===== src/rtl/imm_narrow.sv =====
// imm_narrow: narrows a 16-bit value to a 5/8/11-bit immediate field and flags
// lossless round-trip. Optional auto width search under IMM_NARROW_AUTO_EN.
module imm_narrow #(
  parameter int DATA_W = 16,
  parameter int CNT_W  = 8
) (
  input  logic              clk,
  input  logic              rst,
  input  logic              in_valid,
  output logic              in_ready,
  input  logic [DATA_W-1:0] in_data,
  input  logic [1:0]        in_width,
  input  logic              in_signed,
  output logic              out_valid,
  input  logic              out_ready,
  output logic [DATA_W-1:0] out_field,
  output logic [1:0]        out_width,
  output logic              out_fits,
  output logic [CNT_W-1:0]  ovf_count
);

  localparam logic [DATA_W-1:0] M5  = DATA_W'(32'h1F);
  localparam logic [DATA_W-1:0] M8  = DATA_W'(32'hFF);
  localparam logic [DATA_W-1:0] M11 = DATA_W'(32'h7FF);

  logic              s1_valid;
  logic [DATA_W-1:0] s1_data;
  logic [1:0]        s1_width;
  logic              s1_signed;

  logic              s2_valid;
  logic [DATA_W-1:0] s2_field;
  logic [1:0]        s2_width;
  logic              s2_fits;

  logic [CNT_W-1:0]  cnt;

  logic              s2_load;
  logic              s1_load;
  logic              xfer_in;
  logic              xfer_out;

  logic [DATA_W-1:0] c_field;
  logic [1:0]        c_width;
  logic              c_fits;

  function automatic logic fits_w(
    input logic [DATA_W-1:0] d,
    input logic [1:0]        w,
    input logic              sg
  );
    logic r;
    case (w)
      2'd1: r = sg ? (&d[DATA_W-1:4] | ~|d[DATA_W-1:4])
                   : ~|d[DATA_W-1:5];
      2'd2: r = sg ? (&d[DATA_W-1:7] | ~|d[DATA_W-1:7])
                   : ~|d[DATA_W-1:8];
      2'd3: r = sg ? (&d[DATA_W-1:10] | ~|d[DATA_W-1:10])
                   : ~|d[DATA_W-1:11];
      default: r = 1'b1;
    endcase
    return r;
  endfunction

  function automatic logic [DATA_W-1:0] mask_w(
    input logic [DATA_W-1:0] d,
    input logic [1:0]        w
  );
    logic [DATA_W-1:0] r;
    case (w)
      2'd1:    r = d & M5;
      2'd2:    r = d & M8;
      2'd3:    r = d & M11;
      default: r = d;
    endcase
    return r;
  endfunction

  assign s2_load   = !s2_valid | out_ready;
  assign s1_load   = !s1_valid | s2_load;
  assign in_ready  = s1_load & !rst;
  assign out_valid = s2_valid & !rst;
  assign xfer_in   = in_valid & in_ready;
  assign xfer_out  = out_valid & out_ready;

  assign out_field = s2_field;
  assign out_width = s2_width;
  assign out_fits  = s2_fits;
  assign ovf_count = cnt;

  // Stage-2 datapath: field extraction, fit check, optional width search
  always_comb begin
    c_width = s1_width;
    c_fits  = fits_w(s1_data, s1_width, s1_signed);
    c_field = mask_w(s1_data, s1_width);
`ifdef IMM_NARROW_AUTO_EN
    if (s1_width == 2'd0) begin
      c_fits = 1'b1;
      if (fits_w(s1_data, 2'd1, s1_signed))
        c_width = 2'd1;
      else if (fits_w(s1_data, 2'd2, s1_signed))
        c_width = 2'd2;
      else if (fits_w(s1_data, 2'd3, s1_signed))
        c_width = 2'd3;
      else
        c_width = 2'd0;
      c_field = mask_w(s1_data, c_width);
    end
`endif
  end

  // Pipeline registers and saturating overflow counter
  always_ff @(posedge clk) begin
    if (rst) begin
      s1_valid  <= 1'b0;
      s1_data   <= '0;
      s1_width  <= '0;
      s1_signed <= 1'b0;
      s2_valid  <= 1'b0;
      s2_field  <= '0;
      s2_width  <= '0;
      s2_fits   <= 1'b0;
      cnt       <= '0;
    end else begin
      if (s1_load) begin
        s1_valid <= xfer_in;
        if (xfer_in) begin
          s1_data   <= in_data;
          s1_width  <= in_width;
          s1_signed <= in_signed;
        end
      end
      if (s2_load) begin
        s2_valid <= s1_valid;
        if (s1_valid) begin
          s2_field <= c_field;
          s2_width <= c_width;
          s2_fits  <= c_fits;
        end
      end
      if (xfer_out && !s2_fits && cnt != '1)
        cnt <= cnt + 1'b1;
    end
  end

endmodule


===== config.mk =====
export PLATFORM = sky130hd
export DESIGN_NAME = imm_narrow
export DESIGN_NICKNAME = d
export VERILOG_FILES = /design/src/rtl/imm_narrow.sv
export SDC_FILE = /design/constraint.sdc
export NUM_CORES = 1
export LEC_CHECK = 0
export CAP_MARGIN = 20
export CORE_ASPECT_RATIO = 1.2
export CORE_MARGIN = 10
export CORE_UTILIZATION = 35
export CTS_CLUSTER_DIAMETER = 50
export DETAILED_ROUTE_END_ITERATION = 8
export PLACE_DENSITY_LB_ADDON = 0.3
export SLEW_MARGIN = 10
export SYNTH_ARGS = -nofsm -noshare
export SYNTH_HDL_FRONTEND = slang
export SYNTH_SLANG_ARGS = --single-unit

===== constraint.sdc =====
create_clock -name clk -period 2.31 [get_ports clk]
set_input_delay 0.462 -clock clk [delete_from_list [all_inputs] [get_ports clk]]
set_output_delay 0.462 -clock clk [all_outputs]
set_load 0.01 [all_outputs]

==> impl_metrics.toml <==
[sta]
final.period_utilization_pct = 96.7
final_critical_path_setup_slack_ps = 77.1
worst_slew_pin_slew_ps = 470
period_minus_slack_ps = 2230
timing.fmax_mhz = 448
timing.max_slew.rel_slack_pct = 68.7
rsz0062_at_grt = "no"
maxSlewViolCount = 0
holdWs_ps = 454
hold_viol = 0
finalSetupTns_ps = 0
finalClockSkew_ps = 6.82
setup-violations-final = 0

[floorplan]
die_x_um = 88.6
i_o_pins = 52
die_outline_area_um2 = 9070
placeableCoreArea_um2 = 5370
initial_utilization_pct = 36.8
chipHeight_um = 102
placement_row_count = 29

[clock_tree]
cts.reportedPaths.clkPinSlew_ps = 80
htree_num_levels = 2
post_cts_resized = 0
clock_latency_ps = 300
postCtsSetupBuffers = 0
cts_inserted_buffers = 5
cts_tree = "built"
clk_path_buf_depth = 2
postCtsHoldBufs = 0
clkSinkCount = 48
root_buffer = "sky130_fd_sc_hd__clkbuf_8"

[global_route]
initial_antenna_violation_count = 0
globalRoute.totalOverflow = 0
number_of_global_route_vias_before_repair = 1708
gr-usage-all-layers_pct = 11.4
grt_pass1_wl_mm = 8.29
grt_start_max_net_pins = 44

[setup_path]
worst_ep_required_time_ps = 1850
setup_crit_start_kind = "primary input"
critical_path_class = "in2out"
crit_path_end_kind = "output port"
timing.critical_path.arrival_ps = 1770
critical_path_peak_fanout = 2

[power_and_ir_drop]
power-per-cell-area_nw_per_um2 = 628
leakage_power_total_nw = 1.01
power.ir.vdd_worst_uv = 274
fin_total_pwr_mw = 1.68

[route]
routed-via-count = 1735
routed_wl_mm = 4.85
initial_drc_count = 109
drc_errors = 0
drt_first_pass_iters = 4
detail_route.vias_per_cell = 4.86
antenna_left = 0
avgRoutedWirePerCell_um = 13.6

[logic_synthesis]
syn_nets = 264
asyncSetResetFlopFracSynth_pct = 0
synth_cell_type_count = 30
synth_top_family_by_area = "simple AND/OR/NAND/NOR gates"
netlist_instances = 240
synth.area.mux_share_pct = 1.01
xor_xnor_share_of_the_synthesized_area_pct = 3.10
share_of_synthesized_cell_area_in_and_or_nand_and_nor_gates_pct = 34.1
synth_adder_area_share_pct = 0.633
post_synth_instance_area_um2 = 1980
synth-compound-area-share_pct = 9.49
synthesis.area_per_instance_um2 = 8.24
synth_sequential_area_ratio_pct = 48.6
postSynthRegisterBits = 48
synth.yosys.warnings = 0
synth_enable_flop_cells = 0
synth_ff_type = "sky130_fd_sc_hd__dfxtp_1"

[outcome]
outcome = "finished clean"

[placed_design]
gpl.final_weighted_congestion = 0.846
port_buffers = 51
pre_cts_slack_ps = 82.4
hpwlAfterDp_mm = 3.67

[finish]
syn_to_final_growth_pct = 35.6
num_antenna_cells = 0
fin_nets = 318
layout_commonest_cell = "sky130_fd_sc_hd__nand2_1"
drive_gt1_share_pct = 7.46
layout_common_cells = "sky130_fd_sc_hd__nand2_1, sky130_fd_sc_hd__clkdlybuf4s50_1, sky130_fd_sc_hd__dfxtp_1, sky130_fd_sc_hd__a21oi_1, sky130_fd_sc_hd__nor2_1"

[worst_hold_path]
min-delay-path-class = "reg2reg"

[flow_run]
max_cap_violations = 0
state kept, by name (all words and copies together), names as in the netlist:
name and count:
ovf_count 8, c_width 2, s1_data 16, out_fits 1, s1_valid 1, s2_valid 1
s1_signed 1, out_width 2, out_field 16
stage by stage:
step                      instance area (µm²)  utilization [%]  instances
after floorplan                          1980                -        240
after global placement                   2570             47.9        349
after detailed placement                 2570             47.9        349
after CTS                                2680             49.9        357
after global routing                     2680             49.9        357
final                                    2680             49.9        357
kinds of logic after synthesis:
| family | count (synthesis) |
|---|---|
| buffers and inverters | 14 |
| flip-flops | 48 |
| AND/OR/NAND/NOR | 138 |
| AO/OA/AOI/OAI | 30 |
| multiplexers | 2 |
| adder cells (fa/ha/maj) | 1 |
| XOR/XNOR | 7 |
layout make-up:
type,instances,area [µm²]
inverter,2,7.51
clock buffer,6,72.6
tap,62,77.6
fill,548,2690
timing repair buffer,59,571
multi-input combinational,178,956
clock inverter,2,35.0
sequential,48,961
power by group:
part / switching [mW] / internal [mW] / leakage (nW)
logic: 0.0902 / 0.105 / 0.563
clock network: 0.265 / 0.321 / 0.0552
registers: 0.0377 / 0.864 / 0.392
routing by layer:
| layer | GRT usage (%) | share of wire [%] | vias up | routed length (µm) |
|---|---|---|---|---|
| li1 | - | - | 916 | - |
| met1 | 13.1 | 42 | 776 | 2040 |
| met2 | 19.1 | 50 | 38 | 2420 |
| met3 | 3.58 | 6.4 | 5 | 311 |
| met4 | 4.48 | 1.7 | 0 | 80 |
| met5 | 0 | 0 | - | 0 |
synthesized netlist by cell type (all sizes together) (2+ instances only):
cell type	number	area (µm²)
xnor2	5	43.8
nand3b	18	135
o21ai	2	10.0
a22oi	3	22.5
a21oi	20	100
dfxtp	48	961
nand3	14	75.1
nor2b	4	30.0
nor3	7	35.0
nand2b	2	12.5
xor2	2	17.5
buf	6	30.0
or3	3	23.8
inv	2	7.51
nor2	19	71.3
nand2	67	251
clkbuf	6	22.5
mux2i	2	20.0
nand4	2	12.5
path summary, 6_finish.rpt:
kind	from	endpoint	slack (ps)	cells after the start
worst max-delay path	out_ready	in_ready	80	4
worst min-delay path	out_field[7]	out_field[7]	450	2
worst max register to register	ovf_count[0]	ovf_count[3]	680	5
worst min register to register	out_field[7]	out_field[7]	450	2
worst max-delay path, cell delays in order:
cell	delay [ps]
sky130_fd_sc_hd__clkdlybuf4s50_1	500
sky130_fd_sc_hd__nor2b_2	60
sky130_fd_sc_hd__a21oi_1	180
sky130_fd_sc_hd__clkdlybuf4s50_1	570
Power figures use the tool's default switching activity.
